===== src/rtl/pc_sequencer_pkg.sv =====
// Shared fetch definitions for the next-PC sequencer: FSM encoding and
// default instruction size / reset vector.
package pc_sequencer_pkg;

  typedef enum logic [1:0] {
    RUN   = 2'd0,
    STALL = 2'd1,
    HALT  = 2'd2
  } seq_state_t;

  localparam int FETCH_INSTR_BYTES = 4;
  localparam int FETCH_RESET_VEC   = 0;

endpackage


===== src/rtl/pc_sequencer_if.sv =====
// Control and fetch-address bundle between the pipeline and the PC sequencer.
interface pc_sequencer_if #(
  parameter int ADDR_W = 8
);

  logic              stall;
  logic              br_taken;
  logic [ADDR_W-1:0] br_target;
  logic              jmp;
  logic [ADDR_W-1:0] jmp_target;
  logic              halt;
  logic              resume;

  logic [ADDR_W-1:0] pc;
  logic [ADDR_W-1:0] next_addr;
  logic              fetch_valid;
  logic              flush;
  logic              misaligned;
  logic [1:0]        state;

  modport master (
    output stall, br_taken, br_target, jmp, jmp_target, halt, resume,
    input  pc, next_addr, fetch_valid, flush, misaligned, state
  );

  modport slave (
    input  stall, br_taken, br_target, jmp, jmp_target, halt, resume,
    output pc, next_addr, fetch_valid, flush, misaligned, state
  );

endinterface


===== src/rtl/pc_sequencer.sv =====
// Next-PC controller: owns the fetch PC, applies redirects immediately in RUN
// and buffers them while stalled or halted until fetch resumes.
module pc_sequencer
  import pc_sequencer_pkg::*;
#(
  parameter int              ADDR_W      = 8,
  parameter int              INSTR_BYTES = FETCH_INSTR_BYTES,
  parameter logic [ADDR_W-1:0] RESET_VEC = ADDR_W'(FETCH_RESET_VEC)
) (
  input  logic           clk,
  input  logic           rst,
  pc_sequencer_if.slave  bus
);

  localparam int              ALIGN_B    = $clog2(INSTR_BYTES);
  localparam logic [ADDR_W-1:0] ALIGN_MASK = ADDR_W'((1 << ALIGN_B) - 1);

  seq_state_t        state_q, state_n;
  logic [ADDR_W-1:0] pc_q, pc_n;
  logic              pend_vld_q, pend_vld_n;
  logic [ADDR_W-1:0] pend_addr_q, pend_addr_n;
  logic              pend_mis_q, pend_mis_n;
  logic              flush_q, flush_n;
  logic              mis_q, mis_n;

  logic              redirect;
  logic [ADDR_W-1:0] raw_tgt, tgt, seq_pc;
  logic              tgt_mis;

  // jmp wins over br_taken; low bits are dropped but remembered as misaligned
  always_comb begin
    redirect = bus.jmp | bus.br_taken;
    raw_tgt  = bus.jmp ? bus.jmp_target : bus.br_target;
    tgt      = raw_tgt & ~ALIGN_MASK;
    tgt_mis  = |(raw_tgt & ALIGN_MASK);
    seq_pc   = pc_q + ADDR_W'(INSTR_BYTES);
  end

  always_comb begin
    state_n     = state_q;
    pc_n        = pc_q;
    pend_vld_n  = pend_vld_q;
    pend_addr_n = pend_addr_q;
    pend_mis_n  = pend_mis_q;
    flush_n     = 1'b0;
    mis_n       = 1'b0;

    unique case (state_q)
      RUN: begin
        if (redirect) begin
          pc_n    = tgt;
          flush_n = 1'b1;
          mis_n   = tgt_mis;
          state_n = bus.stall ? STALL : RUN;
        end else if (bus.halt) begin
          state_n = HALT;
        end else if (bus.stall) begin
          state_n = STALL;
        end else begin
          pc_n = seq_pc;
        end
      end

      STALL: begin
        if (bus.halt || bus.stall) begin
          if (bus.halt) state_n = HALT;
          if (redirect) begin
            pend_vld_n  = 1'b1;
            pend_addr_n = tgt;
            pend_mis_n  = tgt_mis;
          end
        end else begin
          state_n    = RUN;
          pend_vld_n = 1'b0;
          if (redirect) begin
            pc_n    = tgt;
            flush_n = 1'b1;
            mis_n   = tgt_mis;
          end else if (pend_vld_q) begin
            pc_n    = pend_addr_q;
            flush_n = 1'b1;
            mis_n   = pend_mis_q;
          end else begin
            pc_n = seq_pc;
          end
        end
      end

      HALT: begin
        // stall has no effect here; fetch restarts at the held pc on resume
        if (bus.resume) begin
          state_n    = RUN;
          pend_vld_n = 1'b0;
          if (redirect) begin
            pc_n    = tgt;
            flush_n = 1'b1;
            mis_n   = tgt_mis;
          end else if (pend_vld_q) begin
            pc_n    = pend_addr_q;
            flush_n = 1'b1;
            mis_n   = pend_mis_q;
          end
        end else if (redirect) begin
          pend_vld_n  = 1'b1;
          pend_addr_n = tgt;
          pend_mis_n  = tgt_mis;
        end
      end

      default: state_n = RUN;
    endcase

    // keeps next_addr truthful during reset as well
    if (rst) pc_n = RESET_VEC;
  end

  always_ff @(posedge clk) begin
    if (rst) begin
      state_q     <= RUN;
      pc_q        <= RESET_VEC;
      pend_vld_q  <= 1'b0;
      pend_addr_q <= '0;
      pend_mis_q  <= 1'b0;
      flush_q     <= 1'b0;
      mis_q       <= 1'b0;
    end else begin
      state_q     <= state_n;
      pc_q        <= pc_n;
      pend_vld_q  <= pend_vld_n;
      pend_addr_q <= pend_addr_n;
      pend_mis_q  <= pend_mis_n;
      flush_q     <= flush_n;
      mis_q       <= mis_n;
    end
  end

  assign bus.pc          = pc_q;
  assign bus.next_addr   = pc_n;
  assign bus.fetch_valid = !rst && (state_q == RUN) && !bus.stall;
  assign bus.flush       = flush_q;
  assign bus.misaligned  = mis_q;
  assign bus.state       = state_q;

endmodule


===== src/flat_wrapper.sv =====
// flat-port wrapper written by rule: the top's interface ports become plain ports
module pc_sequencer_flat import pc_sequencer_pkg::*;
#(
  parameter int              ADDR_W      = 8,
  parameter int              INSTR_BYTES = FETCH_INSTR_BYTES,
  parameter logic [ADDR_W-1:0] RESET_VEC = ADDR_W'(FETCH_RESET_VEC)
)
  (clk, rst, bus_stall, bus_br_taken, bus_br_target, bus_jmp, bus_jmp_target, bus_halt, bus_resume, bus_pc, bus_next_addr, bus_fetch_valid, bus_flush, bus_misaligned, bus_state);
  pc_sequencer_if #(.ADDR_W(ADDR_W)) bus_i ();
  input  logic clk;
  input  logic rst;
  input wire logic [$bits(bus_i.stall)-1:0] bus_stall;
  input wire logic [$bits(bus_i.br_taken)-1:0] bus_br_taken;
  input wire logic [$bits(bus_i.br_target)-1:0] bus_br_target;
  input wire logic [$bits(bus_i.jmp)-1:0] bus_jmp;
  input wire logic [$bits(bus_i.jmp_target)-1:0] bus_jmp_target;
  input wire logic [$bits(bus_i.halt)-1:0] bus_halt;
  input wire logic [$bits(bus_i.resume)-1:0] bus_resume;
  output wire logic [$bits(bus_i.pc)-1:0] bus_pc;
  output wire logic [$bits(bus_i.next_addr)-1:0] bus_next_addr;
  output wire logic [$bits(bus_i.fetch_valid)-1:0] bus_fetch_valid;
  output wire logic [$bits(bus_i.flush)-1:0] bus_flush;
  output wire logic [$bits(bus_i.misaligned)-1:0] bus_misaligned;
  output wire logic [$bits(bus_i.state)-1:0] bus_state;
  assign bus_i.stall = bus_stall;
  assign bus_i.br_taken = bus_br_taken;
  assign bus_i.br_target = bus_br_target;
  assign bus_i.jmp = bus_jmp;
  assign bus_i.jmp_target = bus_jmp_target;
  assign bus_i.halt = bus_halt;
  assign bus_i.resume = bus_resume;
  assign bus_pc = bus_i.pc;
  assign bus_next_addr = bus_i.next_addr;
  assign bus_fetch_valid = bus_i.fetch_valid;
  assign bus_flush = bus_i.flush;
  assign bus_misaligned = bus_i.misaligned;
  assign bus_state = bus_i.state;
  pc_sequencer #(.ADDR_W(ADDR_W), .INSTR_BYTES(INSTR_BYTES), .RESET_VEC(RESET_VEC)) u_core (.clk(clk), .rst(rst), .bus(bus_i));
endmodule

===== config.mk =====
export PLATFORM = sky130hd
export DESIGN_NAME = pc_sequencer_flat
export DESIGN_NICKNAME = d
export VERILOG_FILES = /design/src/rtl/pc_sequencer_pkg.sv /design/src/rtl/pc_sequencer_if.sv /design/src/rtl/pc_sequencer.sv /design/src/flat_wrapper.sv
export SDC_FILE = /design/constraint.sdc
export NUM_CORES = 1
export LEC_CHECK = 0
export BUFFER_PORTS_ARGS = -buffer_cell sky130_fd_sc_hd__buf_2
export CAP_MARGIN = 20
export CORE_MARGIN = 8
export CORE_UTILIZATION = 55
export CTS_CLUSTER_DIAMETER = 40
export DETAILED_ROUTE_END_ITERATION = 10
export PLACE_DENSITY = 0.82
export SETUP_SLACK_MARGIN = 0.02
export SYNTH_ARGS = -nofsm -noshare
export SYNTH_HDL_FRONTEND = slang
export SYNTH_SLANG_ARGS = --single-unit

===== constraint.sdc =====
create_clock -name clk -period 6.55 [get_ports clk]
set_clock_uncertainty 0.05 [all_clocks]
set_input_delay 1.31 -clock clk [delete_from_list [all_inputs] [get_ports clk]]
set_output_delay 1.31 -clock clk [all_outputs]
set_load 0.02 [all_outputs]

==> results of run 1 <==
[final cells by class]
type	count	area, sq um
multi-input combinational	151	1000
fill	261	928
sequential	20	400
timing repair buffer	44	223
tap	31	38.8
clock buffer	4	36.3
inverter	9	33.8
[state kept, by name, summed over array words and instances, names as in the netlist]
| register | count |
|---|---|
| u_core.bus.pc | 8 |
| u_core.pend_addr_q | 6 |
| u_core.bus.state | 2 |
| u_core.bus.flush | 1 |
| u_core.bus.misaligned | 1 |
| u_core.pend_mis_q | 1 |
| u_core.pend_vld_q | 1 |
[cells in the mapped netlist, types with 4 or more instances]
cell      number
a211oi_1       7
a21oi_1       12
a22o_1         7
and2_1         5
buf_2          4
clkbuf_1       7
dfxtp_1       20
ha_1           5
inv_1          9
mux2i_1        6
nand2_1       11
nand3_1        4
nor2_1        19
nor2b_1        6
nor3_1         4
nor3b_1        5
o211ai_1       4
o21ai_0        9
o22ai_1        7
or2_2          4
[layer usage]
layer / share of wire [%] / vias up / GRT usage, %
li1: - / 783 / -
met1: 45 / 710 / 25.3
met2: 45 / 65 / 29.7
met3: 8.1 / 7 / 3.60
met4: 1.6 / 0 / 5.88
met5: 0 / - / 0
[worst paths after layout]
kind	cells past startpoint	startpoint	slack (ps)	endpoint
max	7	bus_jmp	2100	bus_next_addr[3]
min	1	u_core.bus.pc[0]	440	u_core.bus.pc[0]
max reg2reg	8	u_core.bus.state[1]	4050	u_core.pend_addr_q[4]
min reg2reg	1	u_core.bus.pc[0]	440	u_core.bus.pc[0]
[critical path: stages]
cell     delay, ps
buf_2          240
nor2_2         380
o21ai_0        270
or2_2          360
o22ai_1        210
a22o_1         170
buf_2          160
[where the power goes]
group | internal, mW | switching (mW)
clock network | 0.0340 | 0.0434
registers | 0.135 | 0.0145
logic | 0.0523 | 0.0770
total | 0.221 | 0.135
[through the flow]
stage	setup WS [ps]	cells	power (mW)	hold WS (ps)
after floorplan	2370	193	0.243	390
after global placement	2220	254	0.277	409
after detailed placement	2140	255	0.280	410
after CTS	2140	259	0.353	440
after global routing	1850	259	0.375	471
final	2100	259	0.356	436
[kinds of logic after synthesis]
logic type	after synthesis	share of synthesized area (%)
flip-flops	20	26.7
adder cells (fa/ha/maj)	5	4.17
buffers and inverters	22	6.58
multiplexers	6	4.00
XOR/XNOR	4	2.33
AO/OA/AOI/OAI	64	30.2
AND/OR/NAND/NOR	72	26.1
==> flow_metrics.env, run 1 <==
export IMPL_setup_violations=0
export IMPL_synth_area_leaders="dfxtp_1 (27%), nor2_1 (4.7%), ha_1 (4.2%)"
export IMPL_utilization_pct=65.1
export IMPL_nets=257
export IMPL_timing_max_cap_violations=0
export IMPL_synth_top_area_share_pct=26.7
export IMPL_synth_area_sq_um=1500
export IMPL_dieArea_sq_um=4660
export IMPL_finalCritPeriodShare_pct=68.0
export IMPL_drt_initial_drc_count=107
export IMPL_mostFrequentLayoutCell="buf_2"
export IMPL_fin_setup_tns_ps=0
export IMPL_io_pin_count=44
export IMPL_peakVddDrop_mv=0.157
export IMPL_rsz0062_at_grt="false"
export IMPL_ys_ff_latch=20
export IMPL_drv_slew=0
export IMPL_hold_buffers=0
export IMPL_path_clk_slew_ps=110
export IMPL_p_leak_nw=0.737
export IMPL_ctsResizeCount=0
export IMPL_yosysWarningCount=0
export IMPL_cts_htree_levels=1
export IMPL_insertion_delay_ps=320
export IMPL_grt_max_degree=25
export IMPL_synth_area_per_cell_sq_um=7.78
export IMPL_globalplace_congestion=0.950
export IMPL_grt_overflow=0
export IMPL_worst_slew_pin_slew_ps=574
export IMPL_postCtsSetupRepairBufs=0
export IMPL_syn_to_final_growth_pct=15.5
export IMPL_cp_max_fo=24
export IMPL_synth_edf_count=0
export IMPL_status="completed"
export IMPL_hold_path_class="flip-flop to flip-flop"
export IMPL_ys_seq_area_share_pct=26.7
export IMPL_die_h_um=68.3
export IMPL_vias_per_cell=6.04
export IMPL_power_density_nw_per_um2=205
export IMPL_core_sq_um=2660
export IMPL_layout_drive_gt1_share_pct=25.9
export IMPL_port_buffers=43
export IMPL_cts_buffers=3
export IMPL_worstPathRequired_ps=5190
export IMPL_grt_usage_pct=18.8
export IMPL_clockBufferDepth=2
export IMPL_cts_root_buf="clkbuf_4"
export IMPL_via_count=1565
export IMPL_syn_nets=221
export IMPL_period_needed_ps=4450
export IMPL_design_area_sq_um=1730
export IMPL_rows=19
export IMPL_firstDrtPassIters=4
export IMPL_syn_inst=193
export IMPL_antenna_found_initial=0
export IMPL_drt_wl_total_um=4230
export IMPL_place_area_sq_um=1700
export IMPL_initial_core_util_pct=56.4
export IMPL_cp_start_kind="input pin"
export IMPL_async_flop_share_pct=0
export IMPL_cp_arrival_ps=3090
export IMPL_end_kind="primary output"
export IMPL_synthFlopType="dfxtp_1"
export IMPL_final_cell_mix="buf_2 (43), dfxtp_1 (20), nor2_1 (19)"
export IMPL_grt_pass1_vias=1474
export IMPL_ant_nets=0
export IMPL_grt_pass1_wl_um=6920
export IMPL_hold_violations=0
export IMPL_fp_dieW_um=68.3
export IMPL_fmax_mhz=224
export IMPL_cts_sinks=20
export IMPL_n_antenna_cell=0
export IMPL_relSlewSlack_pct=61.5
export IMPL_place_hpwl_um=3140
export IMPL_drc=0
export IMPL_cts_tree="built"
export IMPL_criticalPathCategory="input pin to primary output"
export IMPL_yosysUniqueCellTypes=47
export IMPL_wire_per_inst_um=16.3
export IMPL_synth_largest_area_cell="dfxtp_1"
Note: power is estimated with default switching activity, not from simulation.
==> run 2, diff against run 1 <==
--- a/config.mk
+++ b/config.mk
@@ -8,10 +8,10 @@
 export BUFFER_PORTS_ARGS = -buffer_cell sky130_fd_sc_hd__buf_2
 export CAP_MARGIN = 20
 export CORE_MARGIN = 8
-export CORE_UTILIZATION = 55
+export CORE_UTILIZATION = 46
 export CTS_CLUSTER_DIAMETER = 40
 export DETAILED_ROUTE_END_ITERATION = 10
-export PLACE_DENSITY = 0.82
+export PLACE_DENSITY = 0.73
 export SETUP_SLACK_MARGIN = 0.02
 export SYNTH_ARGS = -nofsm -noshare
 export SYNTH_HDL_FRONTEND = slang
==> constraint.sdc (replaced) <==
create_clock -name clk -period 3.64 [get_ports clk]
set_clock_uncertainty 0.05 [all_clocks]
set_input_delay 0.728 -clock clk [delete_from_list [all_inputs] [get_ports clk]]
set_output_delay 0.728 -clock clk [all_outputs]
set_load 0.02 [all_outputs]
==> run 2 against run 1 <==
Against the previous run: global-route usage down 2.4 points; core utilization decreased by 7.2 points; register-to-register slack lost 2700 ps; worst hold slack got worse by 2.3 ps; sequential share of layout area decreased by 0.62 points; count of clock-buffer cells in the layout shrank 1.
==> flow_metrics.env, run 2 (synthesis gave the netlist of run 1 again) <==
export IMPL_status="completed"
export IMPL_end_kind="primary output"
export IMPL_worstHoldEndpoint="u_core.bus.pc[1]"
export IMPL_utilization_pct=57.9
export IMPL_via_count=1577
export IMPL_cp_arrival_ps=2640
export IMPL_drv_slew=0
export IMPL_ant_nets=0
export IMPL_port_buffers=43
export IMPL_largest_reg_flops=8
export IMPL_rsz0062_at_grt="false"
export IMPL_cp_start_kind="flip-flop"
export IMPL_cp_cell_sequence="ha_1 > or3b_1 > nand2_1 > a2bb2oi_1 > a21o_1 > a221oi_1 > buf_2"
export IMPL_setup_violations=0
export IMPL_period_needed_ps=3410
export IMPL_fmax_mhz=293
export IMPL_mostFrequentLayoutCell="buf_2"
export IMPL_cts_tree="built"
export IMPL_die_h_um=73.1
export IMPL_finalCritPeriodShare_pct=93.8
export IMPL_cts_htree_levels=1
export IMPL_cp_max_fo=12
export IMPL_hold_violations=0
export IMPL_clockBufferDepth=2
export IMPL_layout_drive_gt1_share_pct=26.5
export IMPL_grt_usage_pct=16.4
export IMPL_reg2reg_from="u_core.bus.state[0]"
export IMPL_vias_per_cell=5.76
export IMPL_insertion_delay_ps=320
export IMPL_p_leak_nw=0.754
export IMPL_fin_setup_tns_ps=0
export IMPL_postCtsSetupRepairBufs=0
export IMPL_whs_ps=434
export IMPL_cts_root_buf="clkbuf_4"
export IMPL_wire_per_inst_um=15.6
export IMPL_n_antenna_cell=0
export IMPL_min_from="u_core.bus.pc[1]"
export IMPL_stdcell_count=274
export IMPL_ff2ff_path_depth=6
export IMPL_initial_core_util_pct=48.8
export IMPL_grt_pass1_wl_um=7080
export IMPL_core_sq_um=3080
export IMPL_design_area_sq_um=1780
export IMPL_whs_path_depth=1
export IMPL_fill_cells=316
export IMPL_dieArea_sq_um=5350
export IMPL_p_total_mw=0.693
export IMPL_path_clk_slew_ps=120
export IMPL_place_ws_ps=396
export IMPL_drt_initial_drc_count=155
export IMPL_fp_dieW_um=73.1
export IMPL_antenna_found_initial=0
export IMPL_cts_buffers=3
export IMPL_power_density_nw_per_um2=389
export IMPL_hold_buffers=0
export IMPL_grt_max_degree=22
export IMPL_grt_pass1_vias=1518
export IMPL_fin_ws_ps=227
export IMPL_syn_to_final_growth_pct=18.7
export IMPL_cts_sinks=20
export IMPL_worst_slew_pin_slew_ps=444
export IMPL_rows=20
export IMPL_r2r_slack_ps=1390
export IMPL_place_area_sq_um=1730
export IMPL_timing_max_cap_violations=0
export IMPL_relSlewSlack_pct=70.0
export IMPL_drc=0
export IMPL_hold_path_class="flip-flop to flip-flop"
export IMPL_globalplace_congestion=0.913
export IMPL_r2r_end="u_core.bus.pc[6]"
export IMPL_place_hpwl_um=3210
export IMPL_grt_overflow=0
export IMPL_ctsResizeCount=0
export IMPL_peakVddDrop_mv=0.320
export IMPL_max_stage_delay_ps=430
export IMPL_criticalPathCategory="flip-flop to primary output"
export IMPL_final_cell_mix="buf_2 (43), dfxtp_1 (20), nor2_1 (19)"
export IMPL_io_pin_count=44
export IMPL_nets=259
export IMPL_dp_cells=270
export IMPL_slowest_stage="dfxtp_1"
export IMPL_drt_wl_total_um=4270
export IMPL_firstDrtPassIters=4
export IMPL_worstPathRequired_ps=2860
[run 2: cell count changes in the layout (fill, tap and decap cells not counted), sizes merged]
| cell | before | now |
|---|---|---|
| buf | 44 | 46 |
| clkbuf | 4 | 3 |
| bufinv | 0 | 1 |
[run 2: where the power goes]
part           internal (mW)  total [mW]  switching (mW)
Clock                  0.111       0.189          0.0778
Combinational         0.0967       0.236           0.140
Sequential             0.243       0.268          0.0249
Total                  0.451       0.693           0.242
[run 2: layout make-up]
| type | instances | area (sq um) | area share, % |
|---|---|---|---|
| clock inverter | 1 | 30.0 | 1.69 |
| inverter | 9 | 33.8 | 1.90 |
| clock buffer | 3 | 22.5 | 1.26 |
| tap | 44 | 55.1 | 3.09 |
| multi-input combinational | 151 | 1000 | 56.2 |
| sequential | 20 | 400 | 22.5 |
| timing repair buffer | 46 | 238 | 13.3 |
[run 2: worst max-delay path: cells and delay by family (launching register included)]
kind,cells,cell delay [ps]
AND/OR/NAND/NOR,2,740
AO/OA/AOI/OAI,3,610
flip-flops,1,430
adder cells (fa/ha/maj),1,340
buffers and inverters,1,210
[run 2: routing by layer]
metal	part of all wire [%]	up-vias	GRT usage, %
met5	0	-	0
met4	1.2	0	4.22
met3	8.8	8	5.08
met2	46	65	27.2
met1	43	717	19.9
li1	-	787	-
[run 2: how the worst max path moves through the flow]
| stage | startpoint | endpoint | slack, ps | cells past startpoint |
|---|---|---|---|---|
| 2_1_floorplan | u_core.bus.state[0] | bus_next_addr[6] | 580 | 7 |
| 3_3_place_gp | bus_jmp | bus_next_addr[3] | 420 | 7 |
| 3_5_place_dp | bus_jmp | bus_next_addr[3] | 400 | 7 |
| 4_1_cts | u_core.bus.state[0] | bus_next_addr[6] | 230 | 7 |
| 5_1_grt | u_core.bus.state[0] | bus_next_addr[6] | 70 | 7 |
| 6_report | u_core.bus.state[0] | bus_next_addr[6] | 230 | 7 |
==> run 3, diff against run 2 <==
--- a/config.mk
+++ b/config.mk
@@ -8,10 +8,10 @@
 export BUFFER_PORTS_ARGS = -buffer_cell sky130_fd_sc_hd__buf_2
 export CAP_MARGIN = 20
 export CORE_MARGIN = 8
-export CORE_UTILIZATION = 46
+export CORE_UTILIZATION = 35
 export CTS_CLUSTER_DIAMETER = 40
 export DETAILED_ROUTE_END_ITERATION = 10
-export PLACE_DENSITY = 0.73
+export PLACE_DENSITY = 0.58
 export SETUP_SLACK_MARGIN = 0.02
 export SYNTH_ARGS = -nofsm -noshare
 export SYNTH_HDL_FRONTEND = slang
==> constraint.sdc (replaced) <==
create_clock -name clk -period 3.64 [get_ports clk]
set_clock_uncertainty 0.05 [all_clocks]
set_input_delay 0.182 -clock clk [delete_from_list [all_inputs] [get_ports clk]]
set_output_delay 0.182 -clock clk [all_outputs]
set_load 0.02 [all_outputs]
==> run 3 against run 2 <==
Against the previous run: via count is 1.3% lower; worst hold slack worse by 240 ps; maximum frequency is 24% higher; sequential share of layout area hardly changed; first-iteration DRC count is 39% lower; cell count is 2.2% higher; count of clock-buffer cells in the layout is 1 higher; clock power is 8% lower; flip-flop and latch count stayed put; core utilization is 16 points lower.
==> flow_metrics.env, run 3 (synthesis gave the netlist of run 1 again) <==
export IMPL_status="completed"
export IMPL_cts_buffers=3
export IMPL_ant_nets=0
export IMPL_ff2ff_path_depth=7
export IMPL_place_ws_ps=1190
export IMPL_path_clk_slew_ps=80
export IMPL_grt_usage_pct=13.2
export IMPL_cp_arrival_ps=2520
export IMPL_hold_path_class="input pin to flip-flop"
export IMPL_criticalPathCategory="flip-flop to primary output"
export IMPL_final_cell_mix="buf_2 (43), dfxtp_1 (20), nor2_1 (19)"
export IMPL_r2r_end="u_core.bus.pc[3]"
export IMPL_grt_pass1_vias=1453
export IMPL_layout_drive_gt1_share_pct=25.9
export IMPL_largest_reg_flops=8
export IMPL_core_sq_um=4230
export IMPL_syn_to_final_growth_pct=18.5
export IMPL_min_from="bus_halt"
export IMPL_n_antenna_cell=0
export IMPL_r2r_slack_ps=1460
export IMPL_drv_slew=0
export IMPL_fin_ws_ps=892
export IMPL_firstDrtPassIters=4
export IMPL_cts_root_buf="clkbuf_8"
export IMPL_slowest_stage="or3b_1"
export IMPL_hold_violations=0
export IMPL_die_h_um=81.5
export IMPL_vias_per_cell=5.56
export IMPL_postCtsSetupRepairBufs=0
export IMPL_p_leak_nw=0.745
export IMPL_clockBufferDepth=2
export IMPL_max_stage_delay_ps=420
export IMPL_end_kind="primary output"
export IMPL_insertion_delay_ps=260
export IMPL_grt_max_degree=25
export IMPL_worst_slew_pin_slew_ps=555
export IMPL_port_buffers=43
export IMPL_cp_max_fo=12
export IMPL_period_needed_ps=2750
export IMPL_finalCritPeriodShare_pct=75.5
export IMPL_worstHoldEndpoint="u_core.bus.state[1]"
export IMPL_cp_start_kind="flip-flop"
export IMPL_reg2reg_from="u_core.bus.state[1]"
export IMPL_worstPathRequired_ps=3410
export IMPL_whs_ps=193
export IMPL_timing_max_cap_violations=0
export IMPL_stdcell_count=280
export IMPL_fmax_mhz=364
export IMPL_antenna_found_initial=0
export IMPL_power_density_nw_per_um2=379
export IMPL_via_count=1556
export IMPL_grt_pass1_wl_um=7010
export IMPL_rsz0062_at_grt="false"
export IMPL_cts_tree="built"
export IMPL_grt_overflow=0
export IMPL_wire_per_inst_um=15.7
export IMPL_cts_sinks=20
export IMPL_io_pin_count=44
export IMPL_p_total_mw=0.674
export IMPL_dieArea_sq_um=6640
export IMPL_hold_buffers=0
export IMPL_ctsResizeCount=0
export IMPL_setup_violations=0
export IMPL_whs_path_depth=3
export IMPL_drc=0
export IMPL_fp_dieW_um=81.5
export IMPL_peakVddDrop_mv=0.118
export IMPL_drt_initial_drc_count=95
export IMPL_mostFrequentLayoutCell="buf_2"
export IMPL_cts_htree_levels=1
export IMPL_globalplace_congestion=0.877
export IMPL_place_hpwl_um=3360
export IMPL_fin_setup_tns_ps=0
export IMPL_rows=24
export IMPL_cp_cell_sequence="inv_1 > ha_1 > or3b_1 > nand2_1 > a2bb2oi_1 > a21o_1 > a221oi_1 > buf_2"
export IMPL_dp_cells=276
export IMPL_drt_wl_total_um=4380
export IMPL_relSlewSlack_pct=63.0
export IMPL_nets=257
export IMPL_initial_core_util_pct=35.5
==> run 3: area by class of cell <==
type                       instances  area, sq um
clock buffer                       4         55.1
inverter                           9         33.8
multi-input combinational        151         1000
sequential                        20          400
fill                             447         2450
timing repair buffer              44          223
tap                               52         65.1
==> run 3: routing by layer <==
metal	GRT usage, %	wire length, um
met5	0	0
met4	3.21	31
met2	22.3	2010
met3	2.74	339
met1	16.7	2000
==> run 3: worst max-delay path: cells and delay by family, from the launching register on <==
family | cells | cell delay, ps
compound gates | 3 | 580
fa+ha+maj | 1 | 270
buf+inv | 2 | 300
flops | 1 | 350
simple gates | 2 | 750
==> run 3: through the flow <==
step                      util [%]  area (sq um)
after floorplan                  -          1500
after global placement        40.7          1720
after detailed placement      40.7          1720
after CTS                     42.0          1780
after global routing          42.0          1780
final                         42.0          1780
==> run 3: report_power, final <==
| part | internal (mW) | switching, mW | leakage (nW) | total [mW] |
|---|---|---|---|---|
| logic | 0.0941 | 0.139 | 0.552 | 0.233 |
| registers | 0.242 | 0.0240 | 0.164 | 0.266 |
| clock network | 0.0964 | 0.0780 | 0.0288 | 0.174 |
| total | 0.433 | 0.241 | 0.745 | 0.674 |
==> run 3: how the worst max path moves through the flow <==
stage,start,to,slack [ps],depth (start not counted)
3_5_place_dp,u_core.bus.state[1],bus_next_addr[6],1190,8
2_1_floorplan,u_core.bus.state[0],bus_next_addr[6],1130,7
3_3_place_gp,u_core.bus.state[0],bus_next_addr[6],1250,7
4_1_cts,u_core.bus.state[1],bus_next_addr[6],890,8
6_report,u_core.bus.state[1],bus_next_addr[6],890,8
5_1_grt,u_core.bus.state[1],bus_next_addr[6],710,8
